<file path="src/rtl/io_bridge.sv">
// rtl/io_bridge.sv - host-side processor I/O bridge: host->core input FIFO and core->host output FIFO
// Optional feature macro IO_BRIDGE_STATS_EN adds rd_count/wr_count transfer counters.
module io_bridge #(
   parameter int DATA_W = 16,
   parameter int DEPTH  = 4,
   parameter int ADDR_W = 2
) (
   input  logic              clock,
   input  logic              rst,
   input  logic [DATA_W-1:0] host_in_data,
   input  logic              host_in_valid,
   output logic              host_in_ready,
   output logic [DATA_W-1:0] proc_read_in,
   input  logic              proc_rd,
   output logic              proc_rd_stall,
   input  logic [DATA_W-1:0] proc_write_out,
   input  logic              proc_wr,
   output logic [DATA_W-1:0] host_out_data,
   output logic              host_out_valid,
   input  logic              host_out_ready,
`ifdef IO_BRIDGE_STATS_EN
   output logic              overflow,
   output logic [15:0]       rd_count,
   output logic [15:0]       wr_count
`else
   output logic              overflow
`endif
);

   localparam logic [ADDR_W:0] CNT_FULL = (ADDR_W+1)'(DEPTH);

   logic [DATA_W-1:0] in_mem  [DEPTH];
   logic [DATA_W-1:0] out_mem [DEPTH];
   logic [ADDR_W-1:0] in_wp, in_rp, out_wp, out_rp;
   logic [ADDR_W:0]   in_cnt, out_cnt;

   logic in_full, in_empty, in_push, in_pop;
   logic out_full, out_empty, out_push, out_pop, out_drop;

   assign in_full   = (in_cnt == CNT_FULL);
   assign in_empty  = (in_cnt == '0);
   assign out_full  = (out_cnt == CNT_FULL);
   assign out_empty = (out_cnt == '0);

   // Every handshake is qualified with !rst so nothing moves during reset.
   assign host_in_ready = !in_full && !rst;
   assign in_push       = host_in_valid && host_in_ready;
   assign in_pop        = proc_rd && !in_empty && !rst;

   assign out_pop  = host_out_ready && !out_empty && !rst;
   assign out_push = proc_wr && !rst && (!out_full || out_pop);
   assign out_drop = proc_wr && !rst && out_full && !out_pop;

   assign proc_rd_stall  = in_empty || rst;
   assign proc_read_in   = (in_empty || rst) ? '0 : in_mem[in_rp];
   assign host_out_valid = !out_empty && !rst;
   assign host_out_data  = (out_empty || rst) ? '0 : out_mem[out_rp];

   always_ff @(posedge clock) begin
      if (in_push)
         in_mem[in_wp] <= host_in_data;
      if (out_push)
         out_mem[out_wp] <= proc_write_out;
   end

   always_ff @(posedge clock) begin
      if (rst) begin
         in_wp    <= '0;
         in_rp    <= '0;
         in_cnt   <= '0;
         out_wp   <= '0;
         out_rp   <= '0;
         out_cnt  <= '0;
         overflow <= 1'b0;
      end else begin
         if (in_push)
            in_wp <= in_wp + 1'b1;
         if (in_pop)
            in_rp <= in_rp + 1'b1;
         case ({in_push, in_pop})
            2'b10:   in_cnt <= in_cnt + 1'b1;
            2'b01:   in_cnt <= in_cnt - 1'b1;
            default: in_cnt <= in_cnt;
         endcase

         if (out_push)
            out_wp <= out_wp + 1'b1;
         if (out_pop)
            out_rp <= out_rp + 1'b1;
         case ({out_push, out_pop})
            2'b10:   out_cnt <= out_cnt + 1'b1;
            2'b01:   out_cnt <= out_cnt - 1'b1;
            default: out_cnt <= out_cnt;
         endcase

         if (out_drop)
            overflow <= 1'b1;
      end
   end

`ifdef IO_BRIDGE_STATS_EN
   // Dropped writes never reach out_push, so they are not counted.
   always_ff @(posedge clock) begin
      if (rst) begin
         rd_count <= '0;
         wr_count <= '0;
      end else begin
         if (in_pop)
            rd_count <= rd_count + 16'd1;
         if (out_push)
            wr_count <= wr_count + 16'd1;
      end
   end
`endif

endmodule

</file>
<file path="config.mk">
export PLATFORM = sky130hd
export DESIGN_NAME = io_bridge
export DESIGN_NICKNAME = d
export VERILOG_FILES = /design/src/rtl/io_bridge.sv
export SDC_FILE = /design/constraint.sdc
export NUM_CORES = 1
export LEC_CHECK = 0
export BUFFER_PORTS_ARGS = -buffer_cell sky130_fd_sc_hd__buf_2
export CORE_UTILIZATION = 40
export DETAILED_ROUTE_END_ITERATION = 8
export GPL_TIMING_DRIVEN = 0
export SYNTH_ARGS = -nofsm -noshare
export SYNTH_HDL_FRONTEND = slang
export SYNTH_SLANG_ARGS = --single-unit
</file>
<file path="constraint.sdc">
create_clock -name clock -period 2.25 [get_ports clock]
set_clock_uncertainty 0.1 [all_clocks]
set_input_delay 0.225 -clock clock [delete_from_list [all_inputs] [get_ports clock]]
set_output_delay 0.225 -clock clock [all_outputs]
set_load 0.05 [all_outputs]
</file>
==> results.md, run 1 <==
Routing:
- The routed wire length per instance is 16.8 um.
- After the first detailed-routing iteration, the DRC count stood at 180.
- The detailed router placed ~3300 vias in this run.
- For this run, the detailed router's first-pass iteration total came to 4.
- In the routed layout, each cell is associated on average with a via count of between 4 and 5.
- Wires add up to between 10000 and 15000 um.
- The count of nets left with antenna violations once routing finished came out at 0.
- The number of remaining DRC errors is 0.

Pwr:
- For this design the static power due to leakage is ~0.0028 uW.
- The power density over the cells is 870 nW/um^2.
- The switching portion of total power is between 20 and 25%.
- IR analysis of the VDD net gives a maximum drop of 0.000755 V.
- The internal portion of the total power is around 5100 uW.
- The proportion of power drawn by combinational gates is between 10% and 20%.
- Registers are responsible for a little under half of the overall power.
- The clock group share of total power is 36.9%.
- The analysis attributes to net switching a power of 1690 uW.

Synthesis:
- The mapped netlist covers ~5900 sq um.
- A synthesized cell averages 18.1 sq um.
- For this run, the number of Yosys warnings is 0.
- The biggest area contributor in the post-synthesis netlist is sky130_fd_sc_hd__edfxtp_1.
- The proportion of synthesized chip area in sequential cells is between 70% and 80%.
- The number of storage elements in the synthesis netlist is approximately 150.
- The net count of the mapped netlist is 377.
- Of the post-synthesis cell area, the dominant cell type holds around two thirds.
- The most used flip-flop cell after synthesis is sky130_fd_sc_hd__edfxtp_1.
- In the post-synthesis netlist, the biggest area contributors are sky130_fd_sc_hd__edfxtp_1, sky130_fd_sc_hd__mux4_2, sky130_fd_sc_hd__dfxtp_1, sky130_fd_sc_hd__and2_1, sky130_fd_sc_hd__ha_1.
- sky130_fd_sc_hd__edfxtp_1 is the most common cell in the netlist.
- Counting every instance in the synthesized netlist gives 328.
- After synthesis, the most frequently instantiated cells are sky130_fd_sc_hd__edfxtp_1, sky130_fd_sc_hd__mux4_2, sky130_fd_sc_hd__and2_1.
- The proportion of register bits with asynchronous set or reset after synthesis is 0%.
- The number of flops mapped to enable cells by yosys is roughly 130.
- In this run, distinct cell masters in the synthesized netlist total 45.

Layout:
- Excluding fillers, the count of instances in the completed layout stands at between 600 and 700.
- The ratio of cells with drive above 1 in the final layout is 40.0%.
- The area of the multi-input gates is around 1600 sq um.
- Summing all flip-flop and latch instances after layout gives between 4000 and 5000 sq um.
- The layout has roughly 1200 filler cells.
- The final instance area is 7800 sq um.
- From synthesis to final layout, the design area changed by 31.5%.
- For this run, the post-layout net count is 515.
- The share of the core filled with cells in the final layout is about 54%.
- The number of antenna diodes is 0.

STA:
- The number of setup violations in the final report is 0.
- For the pin with the worst max-slew slack, the measured transition is roughly 0.9 ns.
- The final hold violation count is 0.
- The final period utilization is 98.9%.
- The tightest hold path in the finished design has a slack of roughly 0.11 ns.
- Measured against its own limit, the worst slew margin works out to about 40%.
- The upper clock frequency limit is around 450 MHz.
- The max-slew violation total from the final report came to 0.
- Setup repair after global routing could not meet its margin everywhere.
- Adding up every negative setup slack in the final design gives 0 ns.
- The time the final worst path needs with I/O delays and setup is between 2 and 2.5 ns.

Floorplanning:
- In this run the vertical extent of the chip is 124 um.
- The core region area is about 14000 sq um.
- The cell row count is 44.
- The effective utilization at floorplan is between 40 and 50%.
- The horizontal die dimension is 124 um.
- The floorplan step defined a die boundary enclosing roughly 15000 sq um.
- In this run the count of I/O pins placed on the die edge is 74.

Placed design:
- The placed wire-length estimate after detailed placement is about 6600 um.
- The number of port buffers is 73.
- The final weighted congestion in routability-driven placement is around 0.73.
- The instance area after placement is 6550 sq um.
- Counting tap cells, the placed design contains a total of approximately 590 instances.

Critical path:
- The reg-to-reg critical path endpoint is out_cnt[1].
- In this design, the largest share of critical-path delay is due to buffers and inverters.
- The worst register-to-register path has a setup slack of ~0.06 ns.
- The worst reg2reg path startpoint is out_cnt[0].
- The critical path is of the flip-flop to output pin type.
- The worst setup path is captured at an output pin.
- For the worst setup path, the data arrival time is between 1.5 and 2 ns.
- The worst-path cell with the longest stage delay is sky130_fd_sc_hd__mux4_2.
- The worst path required time is about 1.9 ns.
- Traced cell by cell, the critical path runs through buf_6, buf_12, buf_12, mux4_2, nor2b_4, buf_6.
- The cell count of the worst reg-to-reg path is 8.
- The maximum single-stage delay on the critical path is 0.51 ns.
- Of all nets on the critical path, the largest fanout is 5.
- The critical path contains buffers and inverters numbering 4 combined.
- The worst setup path is launched from a flip-flop.

GRT:
- The largest net degree at the start of global routing is 17.
- The via count of the first global-routing pass is 3300.
- The number of antenna violations at the first check in global routing was 0.
- The global-route usage over all layers is between 10% and 20%.
- After global routing the overflow that remains totals 0.
- The first global-routing pass estimated around 17000 um of wire.

Job:
- Max-cap violations in this run came to 0.

CTS:
- TritonCTS built the clock tree.
- The clock slew seen by the registers of the worst setup and hold paths is 0.05 ns.
- For this design, the sink count on the clock tree is roughly 150.
- In this run the clock root is driven by a sky130_fd_sc_hd__clkbuf_16.
- The H-tree generated during clock tree synthesis spans 4 levels.
- At the later pin of the worst-skew pair, clock insertion delay measures approximately 0.42 ns.
- No sink is reached through more buffers than the 2 on the longest clock path.
- Buffers inserted during clock tree synthesis total 17.

Hold path:
- The worst hold path was traced through 3 stages.
- The min-delay analysis places its worst path in the category input port to flip-flop.
- The worst hold path startpoint is proc_rd.

Run status:
- The flow ran to the end, and the final reports show no timing, DRC or antenna violations.
## power groups by stage
stage | clock (uW) | sequential, uW | combinational (uW)
final | 2500 | 3130 | 1150
after global routing | 2650 | 3140 | 1250
after CTS | 2540 | 3130 | 1090
after detailed placement | 0 | 3180 | 912
after global placement | 0 | 3170 | 896
after floorplan | 0 | 3170 | 686
## final cells by class
cell class	count	share of cell area, %
timing repair buffer	120	12.1
tap	184	2.95
clock buffer	17	5.45
inverter	15	0.721
clock inverter	13	1.23
multi-input combinational	148	21.1
sequential	147	54.3
buffer	17	2.07
## layout by cell type (no fill, tap or decap), drive strengths merged, types with 5 or more instances in the layout
master         n
and2          21
nor2           9
edfxtp       128
buf           99
ha             9
dlygate4sd3   32
mux4          32
a21oi          5
nor2b         17
clkbuf        23
o31ai          6
dfxtp         19
inv           15
clkinv         8
## sequential cells by signal (all words and copies together) (netlist names), named ones only
register,cells
overflow,1
out_mem,64
out_cnt,3
in_mem,64
in_cnt,3
in_wp,2
out_rp,2
out_wp,2
in_rp,2
## per-stage QoR
| stage | total power (uW) | setup slack (ns) |
|---|---|---|
| 2_1_floorplan | 3850 | -0.0122 |
| 3_3_place_gp | 4070 | -0.216 |
| 3_5_place_dp | 4090 | -0.241 |
| 4_1_cts | 6760 | 0.00119 |
| 5_1_grt | 7040 | -0.0506 |
| 6_report | 6790 | 0.0240 |
## layer usage
layer | global-route usage, % | vias to the layer above | part of all wire [%]
met5 | 0 | - | 0
met4 | 7.68 | 0 | 2.0
met3 | 4.17 | 16 | 4.2
met2 | 25.6 | 71 | 50
met1 | 19.0 | 1641 | 44
li1 | - | 1548 | -
## tightest hold or removal path, delay by kind of cell
| kind | cells | cell delay [ns] |
|---|---|---|
| buffers and inverters | 2 | 0.25 |
| AOI/OAI and AO/OA | 1 | 0.10 |
## how the worst max path moves through the flow
stage	start	endpoint	depth (start not counted)
2_1_floorplan	in_cnt[1]	in_cnt[2]	10
3_3_place_gp	rst	in_cnt[2]	11
3_5_place_dp	rst	in_cnt[2]	11
4_1_cts	flip-flop	proc_read_in[0]	5
5_1_grt	in_cnt[0]	in_cnt[2]	9
6_report	flip-flop	proc_read_in[8]	6
## repair_timing
item / in CTS / in global routing
hold endpoints to repair: 128 / 0
gates resized for setup: 55 / 29
hold buffers: 32 / 0
buffers inserted: 6 / 7
endpoints found under the setup margin: 29 / 89
pin swaps: 4 / 4
cloned: 1 / 1
## cells by family (layout without fill, tap and decap cells)
| group | Yosys count | after routing | synth area share (%) |
|---|---|---|---|
| flip-flops | 147 | 147 | 71.2 |
| AND/OR/NAND/NOR | 73 | 73 | 7.44 |
| multiplexers | 34 | 34 | 12.5 |
| buffers and inverters | 33 | 182 | 2.59 |
| AO/OA/AOI/OAI | 26 | 26 | 3.10 |
| adder cells (fa/ha/maj) | 11 | 11 | 2.57 |
| XOR/XNOR | 4 | 4 | 0.590 |
(Power assumes the default switching activity.)
==> inputs of run 2 (changes only) <==
==> constraint.sdc (replaced) <==
create_clock -name clock -period 2.39 [get_ports clock]
set_clock_uncertainty 0.1 [all_clocks]
set_input_delay 0.239 -clock clock [delete_from_list [all_inputs] [get_ports clock]]
set_output_delay 0.239 -clock clock [all_outputs]
set_load 0.05 [all_outputs]
==> results.md, run 2 (synthesis gave the netlist of run 1 again) <==
STA:
- Setup violations remaining at the end of the flow were counted as 0.
- For the pin with the worst max-slew slack, the measured transition is 0.946 ns.
- In the post-route analysis, the smallest setup slack over all paths is approximately 0.089 ns.
- Across all hold checks on the routed design, the worst slack comes to 0.0607 ns.
- The time the final worst path needs with I/O delays and setup is approximately 2.3 ns.
- The upper clock frequency limit is 435 MHz.
- The final hold violation count is 0.
- Measured against its own limit, the worst slew margin works out to 36.9%.
- The max-slew violation total from the final report is 0.
- Dividing the final minimum period by the clock period gives approximately 96%.

GRT:
- The number of antenna violations at the first check in global routing is 0.
- Summed over all layers, the global routing overflow is 0.
- Global routing used between 10% and 20% of the available tracks.
- The via count of the first global-routing pass is 3288.
- The first global-routing pass estimated between 15000 and 20000 um of wire.
- The largest net degree at the start of global routing is 17.

Placed design:
- The placement-stage worst setup slack is -0.227 ns.
- The number of port buffers is 73.
- The final weighted congestion in routability-driven placement is around 0.73.
- The placed wire-length estimate after detailed placement is just under 7000 um.

Critical path:
- The reg-to-reg setup timing slack is between 0.08 and 0.09 ns.
- The worst-path cell with the longest stage delay is sky130_fd_sc_hd__fa_1.
- The kind of cell with the highest combined delay along the critical path is simple AND/OR/NAND/NOR gates.
- The largest fanout on the critical path is 5.
- The classification of the worst setup path is flip-flop to flip-flop.
- STA classifies the critical path endpoint as a flip-flop.
- The data arrival at the endpoint of the critical path is between 2 and 3 ns.
- For the worst flop-to-flop path, the logic depth is 10.
- The largest single stage delay on the critical path is ~0.37 ns.
- The signal on the critical path passes through nor3_1, or2_1, buf_8, nor2_1, ha_2, inv_1, fa_1, xor2_1, or3_1, a21oi_2.
- The buffers plus inverters on the worst setup path is 2.
- Data on the critical path is required at its endpoint by about 2.6 ns.
- The critical path depth is 10.
- The startpoint type of the worst setup path is a flip-flop.

Pwr:
- The power density over the cells is approximately 860 nW/um^2.
- The highest ir drop seen on vdd is between 0.0005 and 0.0006 V.
- The leakage power summed over all cells is about 0.0027 uW.

Routing:
- The number of remaining DRC errors is 0.
- The wire length on met1 is 4880 um.
- Signal routing reaches up to met4.
- The number of iterations in the first detailed-routing pass is 4.
- The wire length on met2 is 5350 um.
- In the routed layout, each cell is associated on average with a via count of between 4 and 5.
- The number of violations reported at the end of detailed-routing iteration 0 is approximately 150.
- In the detailed route, the total length drawn on met3 is between 400 and 500 um.
- The routed wire length is 10800 um.
- The count of nets left with antenna violations once routing finished came out at 0.
- Dividing the detail-routed wire length by the instance count gives roughly 17 um.
- The detailed router placed 3222 vias in this run.

Layout:
- The final-layout fill cell count is 1182.
- Across the whole layout, storage elements account for 4230 sq um.
- The number of antenna diodes in the final layout is 0.
- From synthesis to final layout, the design area changed by 27.9%.
- The library cell used most frequently in the layout, excluding fill and tap cells, is sky130_fd_sc_hd__edfxtp_1.
- The ratio of cells with drive above 1 in the final layout is around 36%.
- Summing all multi-input logic gate instances after layout gives ~1600 sq um.
- In the layout the commonest cells are sky130_fd_sc_hd__edfxtp_1, sky130_fd_sc_hd__buf_2, sky130_fd_sc_hd__mux4_2, sky130_fd_sc_hd__dlygate4sd3_1, sky130_fd_sc_hd__and2_1.
- The number of nets in the finished design is ~510.
- In the final layout, the registers with the most flip-flops are in_mem: 64 flops, out_mem: 64 flops.

CTS:
- The clock slew seen by the registers of the worst setup and hold paths is 0.06 ns.
- The later-pin clock latency in the skew report is ~0.41 ns.
- The tree is rooted in a sky130_fd_sc_hd__clkbuf_16.
- The maximum count of clock buffers along a single path is 2.
- Counting every sink on the clock net gives 147.
- The H-tree was split into 4 levels.
- Counting the buffers created by CTS gives 17.
- The CTS tree is built.

Job:
- The tool flagged a number of max-cap violations equal to 0.

Floorplanning:
- For this configuration, the core starts out at a cell density of approximately 41%.
- The floorplan has between 40 and 50 rows.
- The core region area is ~14000 sq um.
- The area enclosed by the die boundary is roughly 15000 sq um.
- The die is 124 um tall.
- The die is ~120 um wide.
- During I/O placement, the number of pins put on the boundary was 74.

Hold path:
- The path class of the tightest hold or removal check is input port to flip-flop.
- The cell depth of the worst hold path is 3.

Run status:
- The flow ran to the end, and the final reports show no timing, DRC or antenna violations.
-- run 2: cell count changes in the layout (fill, tap and decap cells not counted), moves of 3 or more --
cell,before,now
sky130_fd_sc_hd__nor2b_4,5,0
sky130_fd_sc_hd__buf_2,55,65
sky130_fd_sc_hd__buf_6,15,4
sky130_fd_sc_hd__nor2b_1,11,17
sky130_fd_sc_hd__dfxtp_1,12,15
sky130_fd_sc_hd__dfxtp_4,3,0
sky130_fd_sc_hd__buf_4,24,9
sky130_fd_sc_hd__clkbuf_4,0,11
-- run 2: report_power, final --
part,internal (uW),switching (uW)
Sequential,2900,41.6
Clock,1630,999
Combinational,405,550
Total,4930,1590
-- run 2: final timing paths --
kind,start,end
worst min-delay path,rst,out_rp[0]
worst max register to register,in_cnt[0],in_cnt[2]
worst min register to register,overflow,overflow
worst max-delay path,in_cnt[0],in_cnt[2]
-- run 2: area by class of cell --
type,instances,share of cell area (%)
Multi-Input combinational cell,148,20.7
Clock buffer,17,5.60
Timing Repair Buffer,112,10.0
Inverter,15,0.742
Sequential cell,147,55.7
Buffer,17,2.06
Tap cell,184,3.03
Clock inverter,15,2.16
-- run 2: worst reg2reg max path, delay by kind of cell (launching register included) --
family,cells,cell delay (ns)
flops,1,0.35
simple gates,4,0.77
compound gates,1,0.12
xor+xnor,1,0.15
fa+ha+maj,2,0.56
buf+inv,2,0.19
-- run 2: repair_timing --
| action | 4_1_cts | 5_1_grt |
|---|---|---|
| hold buffers | 32 | 0 |
| endpoints found under the setup margin | 28 | 22 |
| buffers inserted | 0 | 7 |
| hold endpoints to repair | 128 | 0 |
| resized for setup | 15 | 23 |
| pin swaps | 0 | 4 |
-- run 2: per-stage QoR --
stage | TNS (ns) | instance area, sq um | std cells | power (uW) | util (%)
after floorplan | 0 | 5940 | 328 | 3620 | -
after global placement | -0.687 | 6530 | 585 | 3820 | 45.1
after detailed placement | -1.18 | 6530 | 585 | 3850 | 45.1
after CTS | 0 | 7480 | 648 | 6540 | 51.7
after global routing | -0.0156 | 7590 | 655 | 6780 | 52.4
final | 0 | 7590 | 655 | 6520 | 52.4
-- run 2: routing by layer --
metal  up-vias  GRT usage, %
li1       1532             -
met1      1606          19.6
met2        72          25.4
met3        12          5.31
met4         0          6.10
met5         -             0
==> inputs of run 3 (changes only) <==
--- a/config.mk
+++ b/config.mk
@@ -6,9 +6,12 @@
 export NUM_CORES = 1
 export LEC_CHECK = 0
 export BUFFER_PORTS_ARGS = -buffer_cell sky130_fd_sc_hd__buf_2
-export CORE_UTILIZATION = 40
+export CELL_PAD_IN_SITES_DETAIL_PLACEMENT = 1
+export CELL_PAD_IN_SITES_GLOBAL_PLACEMENT = 1
+export CORE_UTILIZATION = 25
 export DETAILED_ROUTE_END_ITERATION = 8
 export GPL_TIMING_DRIVEN = 0
+export PLACE_DENSITY_LB_ADDON = 0.1
 export SYNTH_ARGS = -nofsm -noshare
 export SYNTH_HDL_FRONTEND = slang
 export SYNTH_SLANG_ARGS = --single-unit
==> results.md, run 3 (synthesis gave the netlist of run 1 again) <==
Critical path:
- The data arrival at the endpoint of the critical path is approximately 2.5 ns.
- The worst setup path is captured at a flip-flop.
- On the critical path the largest part of the delay comes from simple AND/OR/NAND/NOR gates.
- Along the worst path, the maximum fanout reaches 8.
- For flop-to-flop paths, the worst setup slack is approximately 0.064 ns.
- The classification of the worst setup path is flip-flop to flip-flop.
- The slowest stage of the critical path is the sky130_fd_sc_hd__fa_1 cell.
- STA classifies the critical path startpoint as a flip-flop.
- The maximum single-stage delay on the critical path is around 0.47 ns.
- Counting both buffers and inverters, the worst setup path holds a total of 2.
- Walking the worst path, the cells encountered are clkbuf_4, nor3_2, or2_1, or3_1, fa_1, inv_1, o2111ai_1, a221oi_1.
- The worst path required time is 2.60 ns.

Pwr:
- The highest ir drop seen on vdd is ~0.00039 V.
- The design draws between 6000 and 7000 uW.
- The leakage power summed over all cells is 0.00271 uW.
- Dividing total power by cell area gives a power density of 842 nW/um^2.

Routing:
- In this run, the number of DRC markers left after iteration 0 of detailed routing was approximately 180.
- In this run the remaining antenna-violating nets after routing total 0.
- The number of remaining DRC errors is 0.
- The number of iterations in the first detailed-routing pass is 5.
- The routed wire length is around 13000 um.
- After detailed routing, the average wire length per cell comes to 16.8 um.
- After detailed routing, the number of vias per cell comes to just over 4.
- Summing over every cut layer, the via total after detailed routing is approximately 3300.

CTS:
- The H-tree level count is 4.
- The number of clock sinks is 147.
- Clock tree synthesis inserted a total of 17 buffers.
- No sink is reached through more buffers than the 2 on the longest clock path.
- TritonCTS built the clock tree.
- In this run the post-CTS setup repair buffer count came out at 0.
- The later pin in the worst-skew pair is clocked with a latency of around 0.42 ns.
- The tree is rooted in a sky130_fd_sc_hd__clkbuf_16.
- Clock-pin slew was measured on the worst setup and hold paths at roughly 0.060 ns.

STA:
- After routing, the total negative slack on setup checks comes to 0 ns.
- The actual slew at the worst max-slew pin is 0.972 ns.
- The final hold violation count is 0.
- The max-slew violation total from the final report is 0.
- After layout, the minimum clock period comes to between 2 and 2.5 ns.
- The remaining max-slew budget at the tightest pin is about a third.
- The final period utilization is between 90 and 100%.
- The number of setup violations in the final report is 0.
- Setup repair after global routing could not meet its margin everywhere.
- The upper clock frequency limit is between 400 and 500 MHz.

GRT:
- The number of antenna violations at the first check in global routing is 1.
- The global-route congestion overflow total is 0.
- The first global-routing pass estimated around 20000 um of wire.
- The largest net degree at the start of global routing is 17.
- The global-route usage over all layers is 11.5%.
- The via count of the first global-routing pass is 3503.

Layout:
- The number of nets in the finished design is 502.
- The ratio of cells with drive above 1 in the final layout is a little under two fifths.
- The largest registers in the layout are in_mem: 64 flops, out_mem: 64 flops.
- The most common cell after layout, fill and taps aside is sky130_fd_sc_hd__edfxtp_1.
- In the layout the commonest cells are sky130_fd_sc_hd__edfxtp_1, sky130_fd_sc_hd__buf_2, sky130_fd_sc_hd__mux4_2, sky130_fd_sc_hd__dlygate4sd3_1, sky130_fd_sc_hd__clkbuf_16.
- Compared with the post-synthesis result, the final layout area differs by 31.0%.

Floorplanning:
- From bottom edge to top edge, the die measures between 150 and 200 um.
- For this design the top-level I/O count stands at between 70 and 80.
- The die covers between 20000 and 25000 sq um.
- Row generation in the floorplan step produced 56 rows.
- The effective utilization at floorplan is approximately a quarter.
- The core region area is approximately 23000 sq um.
- The horizontal die dimension is 156 um.

Run status:
- The run finished with clean final reports.

Placed design:
- The final weighted congestion in routability-driven placement is roughly 0.66.
- Input and output buffers added on the ports amount to 73.
- Summed over all nets, the half-perimeter wirelength after detailed placement is approximately 8300 um.

Hold path:
- The worst hold path belongs to the class input port to flip-flop.

Job:
- The tool flagged a number of max-cap violations equal to 0.
run 3: worst paths after layout:
check | endpoint | depth (start not counted) | startpoint
max | out_cnt[1] | 8 | out_cnt[2]
min | in_rp[0] | 3 | proc_rd
max reg2reg | out_cnt[1] | 8 | out_cnt[2]
min reg2reg | overflow | 2 | overflow
run 3: routing by layer:
| layer | vias to the layer above | part of all wire (%) | global-route usage (%) |
|---|---|---|---|
| li1 | 1529 | - | - |
| met1 | 1666 | 46 | 14.3 |
| met2 | 61 | 50 | 19.0 |
| met3 | 11 | 3.4 | 2.97 |
| met4 | 0 | 1.2 | 4.48 |
| met5 | - | 0 | 0 |
run 3: worst reg2reg max path, cell delays in order, from the launching register on:
cell,delay (ns)
sky130_fd_sc_hd__dfxtp_1,0.30
sky130_fd_sc_hd__clkbuf_4,0.18
sky130_fd_sc_hd__nor3_2,0.07
sky130_fd_sc_hd__or2_1,0.29
sky130_fd_sc_hd__or3_1,0.36
sky130_fd_sc_hd__fa_1,0.47
sky130_fd_sc_hd__inv_1,0.07
sky130_fd_sc_hd__o2111ai_1,0.11
sky130_fd_sc_hd__a221oi_1,0.29
run 3: timing repair:
action | CTS | global route
gates cloned | 0 | 2
hold endpoints to repair | 128 | 0
pin swaps | 0 | 1
hold buffers | 32 | 0
resized for setup | 29 | 18
endpoints found under the setup margin | 59 | 56
run 3: stage by stage:
step | area [sq um] | cells | hold slack, ns | utilization, % | setup WS [ns]
6_report | 7770 | 786 | 0.0965 | 33.2 | 0.0637
5_1_grt | 7770 | 786 | 0.118 | 33.2 | -0.0869
4_1_cts | 7670 | 783 | 0.0674 | 32.8 | 0.00225
3_5_place_dp | 6700 | 720 | 0.358 | 28.6 | -0.287
3_3_place_gp | 6700 | 720 | 0.354 | 28.6 | -0.252
2_1_floorplan | 5940 | 328 | 0.238 | - | 0.0347
run 3: cell type report:
cell class	instances	area, sq um
clock inverters	15	148
flip-flops and latches	147	4240
diodes	1	2.50
inverters	15	58.8
fillers	2469	15600
clock buffers	17	425
plain buffers	17	163
multi-input cells	148	1580
repair buffers	107	759
well taps	319	399
run 3: where the power goes:
group	switching, uW	leakage [uW]	internal (uW)
Clock	1140	0.000286	1470
Combinational	577	0.00110	416
Sequential	43.3	0.00132	2900
